<file path="config.mk">
export PLATFORM = sky130hd
export DESIGN_NAME = seg_scan_driver
export DESIGN_NICKNAME = d
export VERILOG_FILES = /design/src/rtl/seg_pkg.sv /design/src/rtl/seg_scan_driver_font.sv /design/src/rtl/seg_scan_driver.sv
export SDC_FILE = /design/constraint.sdc
export NUM_CORES = 1
export LEC_CHECK = 0
export CORE_MARGIN = 2
export CORE_UTILIZATION = 40
export CTS_CLUSTER_DIAMETER = 80
export DETAILED_ROUTE_END_ITERATION = 7
export SETUP_SLACK_MARGIN = 0.1
export SYNTH_ARGS = -nofsm -noshare
export SYNTH_HDL_FRONTEND = slang
export SYNTH_SLANG_ARGS = --single-unit
</file>
<file path="constraint.sdc">
create_clock -name clk -period 9.6 [get_ports clk]
set_input_delay 1.92 -clock clk [delete_from_list [all_inputs] [get_ports clk]]
set_output_delay 1.92 -clock clk [all_outputs]
set_load 0.01 [all_outputs]
</file>
<file path="src/rtl/seg_pkg.sv">
// Shared constants for the 7-segment scan driver: hex font, segment-off code and the polarity helper.
package seg_pkg;

  // Active-high {g,f,e,d,c,b,a} codes for 0-9, A, b, C, d, E, F
  localparam logic [6:0] HEX_FONT [16] = '{
    7'h3F, 7'h06, 7'h5B, 7'h4F, 7'h66, 7'h6D, 7'h7D, 7'h07,
    7'h7F, 7'h6F, 7'h77, 7'h7C, 7'h39, 7'h5E, 7'h79, 7'h71
  };

  localparam logic [7:0] SEG_OFF = 8'h00;
  localparam int         DP_BIT  = 7;

  function automatic logic [7:0] apply_pol(input logic [7:0] code, input logic active_low);
    return active_low ? ~code : code;
  endfunction

endpackage

</file>
<file path="src/rtl/seg_scan_driver_font.sv">
// Combinational hex nibble to active-high 7-segment code.
module hex7seg_font
  import seg_pkg::*;
(
  input  logic [3:0] i_nib,
  output logic [6:0] o_code
);

  assign o_code = HEX_FONT[i_nib];

endmodule

</file>
<file path="src/rtl/seg_scan_driver.sv">
// Time-multiplexed N-digit 7-segment driver with per-frame snapshot, anti-ghost blanking,
// per-digit DP, digit mask and leading-zero suppression. Outputs are registered (1-cycle latency).
module seg_scan_driver
  import seg_pkg::*;
#(
  parameter int NUM_DIGITS     = 8,
  parameter int SCAN_DIV       = 100000,
  parameter int BLANK_CYC      = 16,
  parameter bit SEG_ACTIVE_LOW = 1'b1,
  parameter bit AN_ACTIVE_LOW  = 1'b1
) (
  input  logic                      clk,
  input  logic                      rst,
  input  logic [4*NUM_DIGITS-1:0]   data,
  input  logic [NUM_DIGITS-1:0]     dp_en,
  input  logic [NUM_DIGITS-1:0]     digit_en,
  input  logic                      lz_supp,
  input  logic                      blank,
  output logic [NUM_DIGITS-1:0]     an,
  output logic [7:0]                seg,
  output logic                      frame_tick
);

  localparam int IDX_W   = (NUM_DIGITS > 1) ? $clog2(NUM_DIGITS) : 1;
  localparam int PRESC_W = $clog2(SCAN_DIV);

  logic [PRESC_W-1:0]          r_presc;
  logic [IDX_W-1:0]            r_idx;
  logic [4*NUM_DIGITS-1:0]     r_snap_data;
  logic [NUM_DIGITS-1:0]       r_snap_dp;
  logic [NUM_DIGITS-1:0]       r_snap_en;
  logic                        r_snap_lz;
  logic [NUM_DIGITS-1:0]       r_an;
  logic [7:0]                  r_seg;
  logic                        r_frame_tick;

  logic                        w_slot_end;
  logic                        w_take;
  logic [4*NUM_DIGITS-1:0]     w_data;
  logic [NUM_DIGITS-1:0]       w_dp;
  logic [NUM_DIGITS-1:0]       w_en;
  logic                        w_lz;
  logic [NUM_DIGITS-1:0][3:0]  w_nibs;
  logic [6:0]                  w_code;
  logic                        w_hi_zero;
  logic                        w_supp;
  logic                        w_lit;
  logic [NUM_DIGITS-1:0]       w_onehot;
  logic [7:0]                  w_seg_hi;

  assign w_slot_end = (r_presc == PRESC_W'(SCAN_DIV - 1));
  assign w_take     = (r_idx == '0) && (r_presc == '0);

  // On the snapshot clock the live inputs are used directly so digit 0 never shows a stale frame
  assign w_data = w_take ? data     : r_snap_data;
  assign w_dp   = w_take ? dp_en    : r_snap_dp;
  assign w_en   = w_take ? digit_en : r_snap_en;
  assign w_lz   = w_take ? lz_supp  : r_snap_lz;
  assign w_nibs = w_data;

  hex7seg_font u_font (
    .i_nib  (w_nibs[r_idx]),
    .o_code (w_code)
  );

  always_comb begin
    w_hi_zero = 1'b1;
    for (int j = 0; j < NUM_DIGITS; j++) begin
      if (j >= int'(r_idx) && w_nibs[j] != 4'h0) w_hi_zero = 1'b0;
    end
    w_supp   = w_lz && (r_idx != '0) && w_hi_zero;
    w_lit    = (int'(r_presc) >= BLANK_CYC) && w_en[r_idx] && !blank;
    w_onehot = '0;
    w_onehot[r_idx] = 1'b1;
    w_seg_hi = SEG_OFF;
    w_seg_hi[6:0]  = w_supp ? 7'h00 : w_code;
    w_seg_hi[DP_BIT] = w_dp[r_idx];
  end

  always_ff @(posedge clk) begin
    if (rst) begin
      r_presc      <= '0;
      r_idx        <= '0;
      r_snap_data  <= '0;
      r_snap_dp    <= '0;
      r_snap_en    <= '0;
      r_snap_lz    <= 1'b0;
      r_an         <= AN_ACTIVE_LOW ? '1 : '0;
      r_seg        <= apply_pol(SEG_OFF, SEG_ACTIVE_LOW);
      r_frame_tick <= 1'b0;
    end else begin
      r_presc <= w_slot_end ? '0 : r_presc + 1'b1;
      if (w_slot_end) r_idx <= (r_idx == IDX_W'(NUM_DIGITS - 1)) ? '0 : r_idx + 1'b1;
      if (w_take) begin
        r_snap_data <= data;
        r_snap_dp   <= dp_en;
        r_snap_en   <= digit_en;
        r_snap_lz   <= lz_supp;
      end
      r_frame_tick <= w_take;
      if (w_lit) begin
        r_an  <= AN_ACTIVE_LOW ? ~w_onehot : w_onehot;
        r_seg <= apply_pol(w_seg_hi, SEG_ACTIVE_LOW);
      end else begin
        r_an  <= AN_ACTIVE_LOW ? '1 : '0;
        r_seg <= apply_pol(SEG_OFF, SEG_ACTIVE_LOW);
      end
    end
  end

  assign an         = r_an;
  assign seg        = r_seg;
  assign frame_tick = r_frame_tick;

endmodule

</file>
==> summary.txt <==
Outcome
  – Outcome: complete, no violations

STA
  – Worst slew margin: 40.84%
  – RSZ-0062 raised after global routing: no
  – Total negative slack: 0 ps
  – Count of final setup violators: 0
  – Worst Tran Pin Value: 880.8 ps
  – Hold Fails Final Rpt: 0
  – F_max: 227.4 MHz
  – Clock Skew: 8.855 ps
  – Slew Viols, Final: 0
  – Min Tclk post-route: 4398 ps
  – Final Cycle Share: 45.81%

Placed design
  – GPL Wtd Cong: 0.8839
  – DP Area: 4875 µm²
  – HPWL after DPL: 7696 µm
  – PortBufs: 68

Final layout
  – Core Util, Final: 49.90%
  – Multi-input logic area: 2255 µm²
  – Antenna fix cells: 0
  – Layout cells sized above 1: 7.664%
  – Final instance area: 5082 µm²
  – Final Net Count: 594
  – FF/Latch Area: 1722 µm²
  – Layout Area Growth over Synthesis: 22.90%
  – Number of filler cells placed in the layout: 1000

Synthesis
  – Top-count cell post-synth: dfxtp_1
  – Count of unique library cells instantiated by Yosys: 60
  – Sequential area share after synthesis: 41.63%
  – Asr flop ratio synth: 0%
  – Top cells by count, synth: dfxtp_1 (86), nand2_1 (65), nor2_1 (51)
  – Leading post-synthesis cells by cell area: dfxtp_1 (42%), nand2_1 (5.9%), mux2i_1 (5.1%)
  – Synth top area share: 41.63%
  – Post-synth EDFFs: 0
  – Top cell type by total area after synthesis: dfxtp_1
  – Area of the mapped netlist: 4135 µm²
  – Yosys Warn Count: 0
  – Top FF cell, synth: dfxtp_1
  – Avg Inst Size Synth: 8.706 µm²
  – Yosys reg bits: 86
  – Synth Net Count: 539
  – Syn Inst Count: 475

CTS
  – Clk slew on worst S/H paths: 90 ps
  – Root buffer cell: clkbuf_8
  – Clock Sinks: 86
  – H-tree depth: 3
  – Post-CTS setup buffer count: 0
  – Clk Latency, worst-skew pair: 360 ps
  – Total CTS buffers: 9
  – CTS Hold Bufs: 0
  – CTS tree: built
  – CTS Buffer Depth: 2
  – # resized after CTS: 0

Pwr
  – P per Cell Area: 156.9 nW/µm²
  – Total power: 0.7972 mW
  – Max VDD drop: 75.56 µV
  – Cell leakage power: 1.888 nW

Route
  – DR vias: 3666
  – 1st-pass router iterations: 5
  – Number of DRC markers in iteration 0: 193
  – Detail Route Antenna Nets: 0
  – WL per Instance: 16.09 µm
  – Drt total wl: 10800 µm
  – DRC Markers: 0
  – Vias per std cell: 5.463

Global route
  – Largest net degree at the start of global routing: 56
  – Number of global-route vias before repair: 3378
  – Initial antenna violation count: 0
  – Global-route wire length before repair: 17480 µm
  – GRT Resource Usage Total: 19.69%
  – Total grt overflow: 0

Setup path
  – Worst setup startpoint: r_idx[0]
  – CP max stage delay: 670 ps
  – Kind of end point of the critical path: flop
  – Crit-path cells: clkinv_1, ha_1, nand2_1, nor4_4, nand2_4, mux4_2, nand3_1, nand4_1, ha_1, mux2_2, a221o_1
  – Reg2reg setup slack: 5200 ps
  – Startpoint types: flop
  – Critical path buffers and inverters: 1
  – Kind of critical path: flop to flop
  – R2r startpoint: r_idx[0]
  – Required time of the critical path: 9850 ps
  – Most used cell, CP: ha_1
  – Arr. time, crit path: 4650 ps
  – CP Max Fanout: 48
  – Slowest-stage cell, CP: nor4_4
  – Delay-heaviest family, CP: simple AND/OR/NAND/NOR gates

Die
  – Die Area: 11170 µm²
  – DIE WIDTH: 105.7 µm
  – Row Count: 37
  – Core area: 10180 µm²
  – Io pins: 69
  – Initial core utilization: 40.60%
  – Die height: 105.7 µm

Run
  – Maxcap violations: 0

Min path
  – Hold Crit Class: flop to flop
  – HP Start: r_snap_en[5]
where the power goes:
group	internal (mW)	switching (mW)	total [mW]
Combinational	0.0643	0.0775	0.142
Clock	0.129	0.137	0.266
Sequential	0.377	0.0125	0.390
routing by layer:
metal / share of wire [%] / global-route usage [%]
met4: 2.0 / 6.767
met5: 0 / 0
met2: 46 / 30.88
met3: 6.0 / 3.278
met1: 46 / 27.43
layout by cell type (no fill, tap or decap), types with 3 or more instances in the layout:
cell              n
dfxtp_1          86
clkdlybuf4s50_1  67
nand2_1          65
nor2_1           51
a21oi_1          39
mux2i_1          21
nand3_1          21
nor4_1           14
o21ai_0          14
ha_1             12
nand4_1          11
inv_1            10
clkbuf_8         10
nor3_1            7
nand2b_1          7
and3_1            7
or3_1             6
xnor2_1           6
xor2_1            6
a21boi_0          5
o211ai_1          5
mux2_2            4
nor2b_1           4
nor4_4            3
mux4_2            3
or4_1             3
a211oi_1          3
clkinvlp_4        3
layout make-up:
class | count | share of cell area (%)
Multi-Input combinational cell | 352 | 44.36
Clock inverter | 6 | 1.379
Tap cell | 136 | 3.348
Sequential cell | 86 | 33.87
Inverter | 12 | 0.8863
Timing Repair Buffer | 69 | 13.44
Clock buffer | 10 | 2.708
state kept, by name, summed over array words and instances, names as in the netlist:
name and cells:
r_snap_lz 1, r_snap_data 32, seg 8, r_snap_en 8, r_idx 3, an 8, frame_tick 1, r_presc 17
r_snap_dp 8
worst reg2reg max path, delay by kind of cell (launching register included):
family          cells  cell delay [ps]
buf+inv             1              260
flops               1              490
fa+ha+maj           2              570
simple gates        5             1730
mux                 2              920
compound gates      1              330
logic make-up after synthesis:
kind of cell / count (synthesis) / share of synthesized area, %
AND/OR/NAND/NOR: 211 / 26.14
multiplexers: 28 / 7.806
adder cells (fa/ha/maj): 12 / 3.631
buffers and inverters: 37 / 3.843
flip-flops: 86 / 41.63
AO/OA/AOI/OAI: 89 / 14.40
XOR/XNOR: 12 / 2.542
per-stage QoR:
step / setup WS [ps] / hold slack, ps / cells
floorplan: 5998 / 431.1 / 475
global placement: 4998 / 445.3 / 655
detailed placement: 4987 / 448.7 / 655
CTS: 5176 / 461.4 / 671
global route: 4920 / 477.8 / 671
finish: 5202 / 458.1 / 671
worst paths after layout:
path,to,depth (start not counted)
hold / removal,r_snap_en[5],2
setup / recovery,seg[6],11
hold reg to reg,r_snap_en[5],2
setup reg to reg,seg[6],11
No activity file was read; power rests on OpenSTA's default activity.
